$ cat config.mk
export PLATFORM = sky130hd
export DESIGN_NAME = reg_file_sb
export DESIGN_NICKNAME = d
export VERILOG_FILES = /design/src/rtl/reg_file_sb.sv
export SDC_FILE = /design/constraint.sdc
export NUM_CORES = 2
export LEC_CHECK = 0
export BUFFER_PORTS_ARGS = -buffer_cell sky130_fd_sc_hd__buf_2
export CAP_MARGIN = 10
export CORE_UTILIZATION = 41
export DETAILED_ROUTE_END_ITERATION = 6
export PLACE_DENSITY = 0.64
export SYNTH_ARGS = -nofsm -noshare
export SYNTH_HDL_FRONTEND = slang
export SYNTH_SLANG_ARGS = --single-unit
$ cat constraint.sdc
create_clock -name clk -period 38 [get_ports clk]
set_input_delay 1.9 -clock clk [delete_from_list [all_inputs] [get_ports clk]]
set_output_delay 1.9 -clock clk [all_outputs]
set_load 0.1 [all_outputs]
$ cat src/rtl/reg_file_sb.sv
// Parametrised 2-read/1-write register file with hardwired-zero register,
// optional write-to-read bypass and a per-register busy scoreboard.
module reg_file_sb #(
  parameter int XLEN     = 32,
  parameter int NREGS    = 32,
  parameter int AW       = 5,
  parameter int BYPASS   = 1,
  parameter int ZERO_REG = 1
) (
  input  logic             clk,
  input  logic             clr,
  input  logic [AW-1:0]    ra1,
  input  logic [AW-1:0]    ra2,
  output logic [XLEN-1:0]  rd1,
  output logic [XLEN-1:0]  rd2,
  output logic             busy1,
  output logic             busy2,
  input  logic             we3,
  input  logic [AW-1:0]    wa3,
  input  logic [XLEN-1:0]  wd3,
  input  logic             iss_valid,
  input  logic [AW-1:0]    iss_rd,
  output logic             iss_conflict,
  output logic [NREGS-1:0] busy_vec
);

  localparam bit LP_BYP  = (BYPASS != 0);
  localparam bit LP_ZERO = (ZERO_REG != 0);

  logic [XLEN-1:0]  r_mem [NREGS];
  logic [NREGS-1:0] r_busy;
  logic [NREGS-1:0] w_busy_next;
  logic             w_wr_zero;

  assign w_wr_zero = LP_ZERO && (wa3 == '0);

  always_ff @(posedge clk or posedge clr) begin
    if (clr) begin
      for (int i = 0; i < NREGS; i++) begin
        r_mem[i] <= '0;
      end
    end else if (we3 && !w_wr_zero) begin
      r_mem[wa3] <= wd3;
    end
  end

  // Clear first, then set: a new producer issued in the same cycle wins.
  always_comb begin
    w_busy_next = r_busy;
    if (we3) begin
      w_busy_next[wa3] = 1'b0;
    end
    if (iss_valid) begin
      w_busy_next[iss_rd] = 1'b1;
    end
    if (LP_ZERO) begin
      w_busy_next[0] = 1'b0;
    end
  end

  always_ff @(posedge clk or posedge clr) begin
    if (clr) begin
      r_busy <= '0;
    end else begin
      r_busy <= w_busy_next;
    end
  end

  assign busy_vec = r_busy;

  logic [AW-1:0]   w_ra   [2];
  logic [XLEN-1:0] w_rd   [2];
  logic            w_busy [2];

  assign w_ra[0] = ra1;
  assign w_ra[1] = ra2;
  assign rd1     = w_rd[0];
  assign rd2     = w_rd[1];
  assign busy1   = w_busy[0];
  assign busy2   = w_busy[1];

  for (genvar gi = 0; gi < 2; gi++) begin : g_rport
    logic w_is_zero;
    logic w_hit;

    assign w_is_zero = LP_ZERO && (w_ra[gi] == '0);
    assign w_hit     = LP_BYP && we3 && (wa3 == w_ra[gi]) && !w_is_zero;

    // Reset gating keeps a bypassed wd3 from leaking out while clr is held.
    always_comb begin
      w_rd[gi] = '0;
      if (!clr && !w_is_zero) begin
        w_rd[gi] = w_hit ? wd3 : r_mem[w_ra[gi]];
      end
    end

    assign w_busy[gi] = !clr && !w_is_zero && !w_hit && r_busy[w_ra[gi]];
  end

  assign iss_conflict = !clr && iss_valid && r_busy[iss_rd] &&
                        !(LP_BYP && we3 && (wa3 == iss_rd));

endmodule

==> impl_metrics.json <==
{
  "reg2reg_to": "busy_vec[8]",
  "rows": 137,
  "power.leakage_uw": 0.0269,
  "ant_nets": 0,
  "grt_pass1_vias": 38677,
  "endpoint_kind": "output port",
  "ir_drop_uv": 44.0,
  "nets": 3915,
  "final-setup-viol-count": 0,
  "drive_gt1_frac": 0.504,
  "grtUsageTotal": 0.275,
  "slew_viol_final": 0,
  "grt_overflow": 0,
  "vias": 38349,
  "hpwl_um": 105000,
  "grt_pass1_wl_um": 283000,
  "syn_nets": 4025,
  "power-per-cell-area_nw_per_um2": 54.7,
  "crit_type": "primary input to output port",
  "cts_buffers": 111,
  "htree_levels": 3,
  "status": "complete, no violations",
  "clk_pin_slew_ns": 0.06,
  "period_needed_ns": 9.11,
  "path_cells": "buf_8, buf_4, buf_4, buf_4, buf_4, mux2_2, o221ai_1, or3_1, a31oi_1, buf_2",
  "drc": 0,
  "hold_class": "flop to flop",
  "rsz0062_at_grt": "no",
  "period_share": 0.240,
  "cts_tree": "done",
  "gr-max-usage-layer": "met2",
  "arrival_ns": 7.21,
  "ys_ff_latch": 1055,
  "worst_pin_slew_ns": 1.14,
  "synth_cells": 3969,
  "antenna_found_initial": 18,
  "worstSkewPairLatency_ns": 0.73,
  "via_per_inst": 6.57,
  "portBuffers": 153,
  "yosysWarnings": 0,
  "register_area_um2": 26400,
  "grt_max_degree": 165,
  "ys.flop_type": "dfrtp_1",
  "crit_path_start": "ra1[0]",
  "die_y_um": 377,
  "syn_area_um2": 57500,
  "cts-root-buf": "clkbuf_16",
  "globalRouteMet1Util": 0.359,
  "dr.pass1.iters": 5,
  "r2r_slack_ns": 37.13,
  "clock_sinks": 1055,
  "core_area_um2": 139000,
  "cp_slowest_stage_delay_ns": 0.79,
  "setup_tns_ns": 0,
  "worst_slack_ns": 28.89,
  "total_power_uw": 3450,
  "synth.distinct_cells": 59,
  "cts_setup_buffers": 0,
  "hold_viol": 0,
  "crit_end": "rd1[14]",
  "reg2reg_from": "busy_vec[8]",
  "crit_slowest_cell": "buf_4",
  "synth_area_per_cell_um2": 14.5,
  "drv_cap": 0,
  "fillers": 12277,
  "max_slew_margin": 0.241,
  "gp_congestion": 0.860,
  "wl_um": 195000,
  "cts_resized": 0,
  "postSynth.asyncResetShare": 1.00,
  "cp_max_fo": 44,
  "io_pins": 155,
  "hold_depth": 0,
  "use_met3": 0.0650,
  "skew_ns": 0,
  "dieArea_um2": 142000,
  "rr_worst_depth": 1,
  "synth_edf_count": 0,
  "fmax_ghz": 0.110,
  "startpoint_type": "primary input",
  "die_w_um": 377,
  "drtIter0Drc": 4310,
  "wl_per_cell_um": 33.4,
  "required_ns": 36.10,
  "cts_hold_buf": 0,
  "syn2layout_area_growth_pct": 9.78,
  "grt_use_met2": 0.429,
  "cp_common_cell": "buf_4",
  "cts.path.max_buffers": 3,
  "yosysSeqAreaShare": 0.459,
  "initial_core_util": 0.413,
  "multi_input_area_um2": 28800,
  "place_ws_ns": 28.82
}
-- logic make-up (layout without fill, tap and decap cells) --
group | Yosys count | in the layout | synth area share
buffers and inverters | 475 | 457 | 0.0434
AOI/OAI and AO/OA | 504 | 504 | 0.0687
and+or+nand+nor | 236 | 236 | 0.0217
xor gates and xnor gates | 15 | 15 | 0.00228
muxes | 1683 | 1683 | 0.405
DFF | 1055 | 1055 | 0.459
other | 1 | 13 | 0.0000652
-- per-stage QoR --
step / std cells / area, um2 / utilization / hold slack, ns
after floorplan: 3969 / 57500 / - / 0.445
after global placement: 5622 / 59200 / 0.425 / 0.383
after detailed placement: 5622 / 59200 / 0.425 / 0.387
after CTS: 5827 / 63100 / 0.453 / 0.400
after global routing: 5830 / 63100 / 0.453 / 0.407
final: 5839 / 63100 / 0.453 / 0.400
-- worst min-delay path by stage --
stage / from / endpoint / slack (ns)
6_report: r_mem[1008] / r_mem[1008] / 0.40
3_5_place_dp: r_mem[1008] / r_mem[1008] / 0.39
2_1_floorplan: r_mem[1008] / r_mem[1008] / 0.45
5_1_grt: r_mem[1017] / r_mem[1017] / 0.41
4_1_cts: r_mem[1008] / r_mem[1008] / 0.40
3_3_place_gp: r_mem[1008] / r_mem[1008] / 0.38
-- where the power goes --
part	switching [uW]	leakage (uW)	internal, uW
combinational	386	0.0114	392
sequential	159	0.0135	1340
clock	479	0.00193	699
total	1020	0.0269	2430
-- worst max-delay path, delay by kind of cell --
kind | cells | cell delay (ns)
AOI/OAI and AO/OA | 2 | 0.52
buffers and inverters | 6 | 3.89
muxes | 1 | 0.29
and+or+nand+nor | 1 | 0.45
-- state kept, by name, summed over array words and instances, names as in the netlist --
signal    cells
busy_vec     31
r_mem      1024
-- area by class of cell --
type | instances | share of cell area
clock buffers | 157 | 0.0517
multi-input cells | 2439 | 0.457
flip-flops and latches | 1055 | 0.418
repair buffers | 248 | 0.0249
well taps | 1876 | 0.0372
diodes | 12 | 0.000476
clock inverters | 48 | 0.0106
inverters | 4 | 0.000357
-- synth_stat cells (4+ instances only) --
master	count	share of area
a31oi_1	62	0.0067
mux2_1	40	0.0078
a22o_1	16	0.0024
inv_1	4	0.00026
mux2i_1	156	0.027
buf_6	21	0.0041
dfrtp_1	1055	0.46
nor2b_1	5	0.00054
nor2_1	85	0.0055
mux2_2	1085	0.21
a221oi_1	40	0.0061
clkbuf_1	227	0.015
buf_4	43	0.0056
nor3_1	5	0.00044
o211ai_1	60	0.0078
o22a_1	58	0.0088
nor3b_1	11	0.0014
nand2_1	19	0.0012
a221o_1	5	0.00087
o31ai_1	64	0.0084
a211o_1	12	0.0018
nand2b_1	8	0.00087
buf_1	17	0.0011
xnor2_1	11	0.0017
nand3_1	5	0.00044
nand2_2	8	0.00087
buf_2	145	0.013
o22ai_1	58	0.0063
mux4_2	402	0.16
a221oi_2	18	0.0047
buf_12	6	0.0021
buf_8	10	0.0026
nand3b_1	12	0.0016
xor2_1	4	0.00061
or3_1	59	0.0064
o21ai_0	33	0.0029
nor2_2	4	0.00044
o221ai_1	64	0.0097
-- layer usage --
layer	up-vias	routed length, um
met3	509	18000
met2	1877	90600
li1	15294	-
met5	-	100
met1	20653	76300
met4	16	9890
-- placed cells by master, fill, tap and decap left out, types with 5 or more instances in the layout --
| master | synthesis | final |
|---|---|---|
| a211o_1 | 12 | 10 |
| clkinvlp_4 | 0 | 6 |
| o22ai_1 | 58 | 58 |
| buf_2 | 145 | 147 |
| o22a_1 | 58 | 58 |
| a31oi_1 | 62 | 62 |
| o21ai_0 | 33 | 33 |
| nand2_1 | 19 | 8 |
| buf_4 | 43 | 93 |
| o31ai_1 | 64 | 64 |
| xnor2_1 | 11 | 11 |
| o221ai_1 | 64 | 64 |
| mux4_2 | 402 | 402 |
| bufinv_16 | 0 | 15 |
| nor3b_1 | 11 | 9 |
| a221o_1 | 5 | 5 |
| nor2b_1 | 5 | 5 |
| o211ai_1 | 60 | 60 |
| diode_2 | 0 | 12 |
| mux2_1 | 40 | 40 |
| a22o_1 | 16 | 16 |
| nor2_4 | 0 | 16 |
| a221oi_2 | 18 | 18 |
| clkbuf_16 | 0 | 114 |
| or3_1 | 59 | 59 |
| nand2_2 | 8 | 17 |
| nand3b_1 | 12 | 12 |
| a221oi_1 | 40 | 40 |
| clkinv_2 | 0 | 22 |
| dfrtp_1 | 1055 | 1055 |
| mux2_2 | 1085 | 1085 |
| nand3_1 | 5 | 5 |
| mux2i_1 | 156 | 156 |
| nor2_1 | 85 | 73 |
| clkbuf_8 | 0 | 25 |
| clkbuf_1 | 227 | 18 |
Power figures use the tool's default switching activity.
